==> src/rtl/sandpile_sweep_scheduler.sv <==
// Generation-tick prescaler plus IDLE/SWEEP/DRAIN sequencer that streams grid coordinates to the
// cell-update engine. Optional feature macro: STABLE_STOP_EN (halt sweeping once the grid settles).
module sandpile_sweep_scheduler #(
  parameter int PRESCALE = 1000,
  parameter int RES_W    = 9,
  parameter int GEN_W    = 16
) (
  input  logic             clk,
  input  logic             rst,
  input  logic             game_active_i,
  input  logic [RES_W-1:0] resolution_i,
  input  logic [11:0]      speed_i,
  output logic             cell_valid_o,
  input  logic             cell_ready_i,
  output logic [RES_W-1:0] cell_x_o,
  output logic [RES_W-1:0] cell_y_o,
  output logic             cell_last_o,
  input  logic             topple_i,
  input  logic             engine_busy_i,
  output logic             sweep_active_o,
  output logic             stable_o,
  output logic [GEN_W-1:0] gen_count_o
);

  localparam int               PRE_W   = (PRESCALE > 1) ? $clog2(PRESCALE) : 1;
  localparam logic [PRE_W-1:0] PRE_MAX = PRE_W'(PRESCALE - 1);
  localparam logic [RES_W-1:0] RES_ONE = RES_W'(1);

  typedef enum logic [1:0] {IDLE, SWEEP, DRAIN} state_e;

  state_e           state_q, state_d;
  logic [PRE_W-1:0] pre_cnt_q, pre_cnt_d;
  logic [11:0]      rate_cnt_q, rate_cnt_d;
  logic [RES_W-1:0] n_q, n_d, x_q, x_d, y_q, y_d;
  logic             last_q, last_d;
  logic             pending_q, pending_d;
  logic             topple_seen_q, topple_seen_d;
  logic             stable_q, stable_d;
  logic [GEN_W-1:0] gen_q, gen_d;
  logic             base_tick, gen_tick, hold_stable, start;

  // NOTE: every signal written in always_comb gets a default first, so no latches are inferred.
  always_comb begin
    pre_cnt_d  = '0;
    rate_cnt_d = '0;
    base_tick  = 1'b0;
    gen_tick   = 1'b0;
    if (game_active_i) begin
      base_tick  = (pre_cnt_q == PRE_MAX);
      pre_cnt_d  = base_tick ? '0 : pre_cnt_q + PRE_W'(1);
      rate_cnt_d = rate_cnt_q;
      if (base_tick) begin
        if (rate_cnt_q == speed_i) begin
          gen_tick   = 1'b1;
          rate_cnt_d = '0;
        end else begin
          rate_cnt_d = rate_cnt_q + 12'd1;
        end
      end
    end
  end

`ifdef STABLE_STOP_EN
  // A settled grid stays parked until play stops or the requested size differs from the latched one.
  assign hold_stable = stable_q & game_active_i & (resolution_i == n_q);
`else
  assign hold_stable = 1'b0;
`endif

  always_comb begin
    state_d       = state_q;
    n_d           = n_q;
    x_d           = x_q;
    y_d           = y_q;
    pending_d     = pending_q;
    topple_seen_d = topple_seen_q;
    stable_d      = stable_q;
    gen_d         = gen_q;
    start         = 1'b0;

    if (state_q != IDLE) begin
      topple_seen_d = topple_seen_q | topple_i;
      if (gen_tick) pending_d = 1'b1;
    end
    if (!game_active_i) pending_d = 1'b0;
`ifdef STABLE_STOP_EN
    if (stable_q && !hold_stable) stable_d = 1'b0;
`endif

    case (state_q)
      IDLE: begin
        start     = (gen_tick | pending_q) & game_active_i & (resolution_i != '0) & ~hold_stable;
        // Any tick seen here either launches a sweep now or is dropped; nothing is queued.
        pending_d = 1'b0;
        if (start) begin
          state_d       = SWEEP;
          n_d           = resolution_i;
          x_d           = '0;
          y_d           = '0;
          topple_seen_d = 1'b0;
        end
      end
      SWEEP: begin
        if (cell_ready_i) begin
          if (last_q) begin
            state_d = DRAIN;
          end else if (x_q == n_q - RES_ONE) begin
            x_d = '0;
            y_d = y_q + RES_ONE;
          end else begin
            x_d = x_q + RES_ONE;
          end
        end
      end
      DRAIN: begin
        if (!engine_busy_i) begin
          gen_d    = gen_q + GEN_W'(1);
          stable_d = ~topple_seen_d;
          state_d  = IDLE;
        end
      end
      default: state_d = IDLE;
    endcase
  end

  assign last_d = (state_d == SWEEP) && (x_d == n_d - RES_ONE) && (y_d == n_d - RES_ONE);

  // NOTE: sequential state uses non-blocking assignments so every flop samples pre-edge values.
  always_ff @(posedge clk or posedge rst) begin
    if (rst) begin
      state_q       <= IDLE;
      pre_cnt_q     <= '0;
      rate_cnt_q    <= '0;
      n_q           <= '0;
      x_q           <= '0;
      y_q           <= '0;
      last_q        <= 1'b0;
      pending_q     <= 1'b0;
      topple_seen_q <= 1'b0;
      stable_q      <= 1'b0;
      gen_q         <= '0;
    end else begin
      state_q       <= state_d;
      pre_cnt_q     <= pre_cnt_d;
      rate_cnt_q    <= rate_cnt_d;
      n_q           <= n_d;
      x_q           <= x_d;
      y_q           <= y_d;
      last_q        <= last_d;
      pending_q     <= pending_d;
      topple_seen_q <= topple_seen_d;
      stable_q      <= stable_d;
      gen_q         <= gen_d;
    end
  end

  assign cell_valid_o   = (state_q == SWEEP);
  assign sweep_active_o = (state_q != IDLE);
  assign cell_x_o       = x_q;
  assign cell_y_o       = y_q;
  assign cell_last_o    = last_q;
  assign stable_o       = stable_q;
  assign gen_count_o    = gen_q;

endmodule

==> config.mk <==
export PLATFORM = sky130hd
export DESIGN_NAME = sandpile_sweep_scheduler
export DESIGN_NICKNAME = d
export VERILOG_FILES = /design/src/rtl/sandpile_sweep_scheduler.sv
export SDC_FILE = /design/constraint.sdc
export NUM_CORES = 1
export LEC_CHECK = 0
export CELL_PAD_IN_SITES_DETAIL_PLACEMENT = 0
export CELL_PAD_IN_SITES_GLOBAL_PLACEMENT = 1
export CORE_MARGIN = 5
export CORE_UTILIZATION = 37
export CTS_CLUSTER_SIZE = 10
export DETAILED_ROUTE_END_ITERATION = 8
export HOLD_SLACK_MARGIN = 0.03
export PLACE_DENSITY = 0.74
export SKIP_LAST_GASP = 1
export SYNTH_ARGS = -nofsm -noshare
export SYNTH_HDL_FRONTEND = slang
export SYNTH_SLANG_ARGS = --single-unit
==> constraint.sdc <==
create_clock -name clk -period 3.6 [get_ports clk]
set_input_delay 0.36 -clock clk [delete_from_list [all_inputs] [get_ports clk]]
set_output_delay 0.36 -clock clk [all_outputs]
set_load 0.02 [all_outputs]
==> run_results.csv <==
group,metric,value,unit
synth,ys_types,54,
worst_setup_path,worstSetupStartpointType,"register",
die,die-area,13600,um2
hold_path,hp-start,"pre_cnt_q[0]",
clocking,post_cts_resized,0,
grt,antenna_found_initial,0,
worst_setup_path,slowest_delay,0.63,ns
synth,synth_flop_cell,"dfrtp_1",
power_and_ir_drop,p_leak,2.51,nW
hold_path,hold_path.class,"reg2reg",
clocking,htreeDepth,3,
job,max_cap_viol_count,0,
worst_setup_path,critPathTopFamily,"simple AND/OR/NAND/NOR gates",
synth,synth_seq_cells,71,
layout,area_growth,30.6,%
clocking,clk_pin_slew,0.06,ns
detailed_routing,wl_per_cell,16.5,um
layout,final_design_area_no_fill,5500,um2
worst_setup_path,critPathMaxFanout,16,
synth,syn-instance-count,457,
timing,finalClockSkew,0.00663,ns
power_and_ir_drop,peakVddDrop,0.284,mV
grt,overflow,0,
placement,place_ws,-0.144,ns
layout,filler_cell_count,1049,
die,core,11300,um2
clocking,post_cts_buffers,0,
detailed_routing,drc,0,
synth,synth-edff-count,0,
timing,post-route-min-period,3.40,ns
clocking,clk_latency,0.33,ns
detailed_routing,drtAntennaViolNets,0,
synth,syn_area_per_cell,9.21,um2
die,fp-row-count,39,
die,start_util,0.373,
clocking,ctsHoldBuffers,0,
clocking,clk_path_buf_depth,2,
detailed_routing,dr.pass1.iters,4,
synth,yosysSeqAreaShare,0.422,
synth,syn-cell-area,4210,um2
worst_setup_path,path_buf_inv,2,
clocking,root_buffer,"clkbuf_16",
detailed_routing,drtIter0Drc,180,
layout,fin_nets,575,
timing,setup_ws,0.202,ns
die,die_width,117,um
clocking,cts_buffers,9,
detailed_routing,vias,3597,
placement,io_buffers,64,
timing,worst_slew_pin_slew,0.988,ns
timing,setup_viol,0,
timing,rsz0062_at_grt,"false",
grt,grt_pass1_vias,3598,
worst_setup_path,cpMaxStageDelayCell,"or4b_2",
worst_setup_path,worstSetupEndpointType,"register",
worst_setup_path,crit_chain,"inv_1, ha_1, or4b_2, and3b_1, o22ai_1, a2111o_1, buf_4, nor3_1, mux2i_1, and3_1, o221ai_1, nor4_2",
die,ios,65,
placement,postPlaceCellArea,5130,um2
power_and_ir_drop,power,1.94,mW
placement,dp_hpwl,8510,um
grt,grt_pass1_wl,18500,um
worst_setup_path,crit_type,"reg2reg",
clocking,clock-sinks,71,
timing,slew_violations,0,
detailed_routing,wl,11400,um
layout,drive_above_1_share,0.115,
run_status,status,"finished, final reports clean",
timing,slew-limit-headroom,0.341,
worst_setup_path,cp-startpoint,"n_q[0]",
placement,place_congestion,0.811,
die,die_h,117,um
power_and_ir_drop,pwr_density_cell,353,nW/um2
synth,yosysWarnings,0,
layout,antenna_cells,0,
grt,track_usage,0.173,
worst_setup_path,reg2reg_from,"n_q[0]",
synth,synth_fp_nets,491,
detailed_routing,viasPerCell,5.22,
worst_setup_path,worstPathArrival,3.63,ns
clocking,cts_tree,"yes",
timing,fmax,294,MHz
timing,setup_tns,0,ns
synth,async_flop_share,1.00,
worst_setup_path,cp_data_required_time,3.83,ns
timing,hold_viol_final,0,
timing,period_share,0.944,
grt,grt_max_degree,46,
[worst register-to-register path: cells and delay by family, from the launching register on]
kind                     cells  cell delay [ns]
AO/OA/AOI/OAI                3             0.50
adder cells (fa/ha/maj)      1             0.16
buffers and inverters        2             0.32
flip-flops                   1             0.45
multiplexers                 1             0.31
AND/OR/NAND/NOR              5             1.56
[cells in the mapped netlist (2+ instances only)]
master	number	area (um2)
dfrtp_1	71	1780
nand2_1	54	203
nor2_1	52	195
xnor2_1	36	315
xor2_1	29	254
and3_1	17	106
nand3_1	17	85.1
inv_1	15	56.3
nand4_1	14	87.6
a21oi_1	12	60.1
clkbuf_1	11	41.3
mux2i_1	11	110
nor3_1	11	55.1
o21ai_0	10	50.1
and2_1	7	43.8
ha_1	7	87.6
mux2_2	7	78.8
nand2b_1	6	37.5
nor4_1	5	31.3
o31ai_1	5	37.5
or3_1	5	31.3
buf_6	3	33.8
nor3b_1	3	22.5
o211a_1	3	30.0
o22ai_1	3	18.8
a2111o_1	2	22.5
a21oi_2	2	17.5
a31oi_1	2	12.5
and3b_1	2	17.5
and4_1	2	17.5
nand3b_1	2	15.0
nor2b_1	2	12.5
nor3_2	2	20.0
nor4_2	2	25.0
nor4bb_1	2	20.0
o211ai_1	2	15.0
o21ai_1	2	10.0
or2_2	2	12.5
or4_1	2	15.0
[metrics by stage]
stage / hold WS (ns) / cells / utilization
final: 0.456 / 689 / 0.488
after global placement: 0.449 / 673 / 0.456
after CTS: 0.459 / 689 / 0.487
after floorplan: 0.433 / 457 / -
after global routing: 0.477 / 689 / 0.488
after detailed placement: 0.450 / 673 / 0.456
[cells by family (layout without fill, tap and decap cells)]
group / count (synthesis) / count (layout) / share of synthesized area
flip-flops: 71 / 71 / 0.422
multiplexers: 18 / 18 / 0.0449
XOR/XNOR: 65 / 65 / 0.135
AO/OA/AOI/OAI: 54 / 54 / 0.0877
adder cells (fa/ha/maj): 7 / 7 / 0.0208
AND/OR/NAND/NOR: 212 / 212 / 0.257
buffers and inverters: 30 / 119 / 0.0324
[metal layers]
layer  GRT usage  share of wire  vias to the layer above
met1       0.231           0.46                     1738
met4      0.0405          0.011                        0
met5           0              0                        -
met3      0.0363          0.043                       10
met2       0.289           0.48                       84
li1            -              -                     1765
[placed cells by master (no fill, tap or decap), types with 3 or more instances in the layout]
cell type and count:
mux2i_1 11, nand3_1 17, nor4_2 3, nand4_1 14, mux2_2 7, clkdlybuf4s50_1 64
dfrtp_1 71, o31ai_1 5, inv_1 14, xor2_1 29, nand2_1 54, buf_4 24
ha_1 6, and2_1 7, clkbuf_16 9, a21oi_1 12, o21ai_0 10, and3_1 17
nand2b_1 6, o22ai_1 3, bufinv_16 3, xnor2_1 36, o211a_1 3, nor3_1 11
nor2_1 51, nor4_1 4, or3_1 5, nor3b_1 3
[sequential cells by signal, indices dropped and copies added (netlist names), 2 cells and up]
signal / flops
state_q: 2
n_q: 9
pre_cnt_q: 10
cell_y_o: 9
cell_x_o: 9
gen_count_o: 16
rate_cnt_q: 12
[power breakdown]
part | total [mW] | internal (mW) | switching [mW]
registers | 0.808 | 0.802 | 0.00550
clock network | 1.05 | 0.688 | 0.366
logic | 0.0801 | 0.0387 | 0.0414
total | 1.94 | 1.53 | 0.413
[final timing paths]
kind / end / depth (start not counted) / slack, ns
min in group asynchronous: gen_count_o[11] / 2 / 0.58
max: cell_last_o / 12 / 0.20
min: pre_cnt_q[0] / 1 / 0.46
max in group asynchronous: gen_count_o[6] / 3 / 2.22
max reg2reg: cell_last_o / 12 / 0.20
min reg2reg: pre_cnt_q[0] / 1 / 0.46
[layout make-up]
| type | count | area (um2) | area share |
|---|---|---|---|
| multi-input cells | 356 | 2310 | 0.421 |
| clock buffers | 9 | 225 | 0.0410 |
| inverters | 15 | 56.3 | 0.0102 |
| well taps | 143 | 179 | 0.0325 |
| repair buffers | 88 | 821 | 0.149 |
| clock inverters | 7 | 128 | 0.0232 |
| flip-flops and latches | 71 | 1780 | 0.323 |
Note: power is estimated with default switching activity, not from simulation.
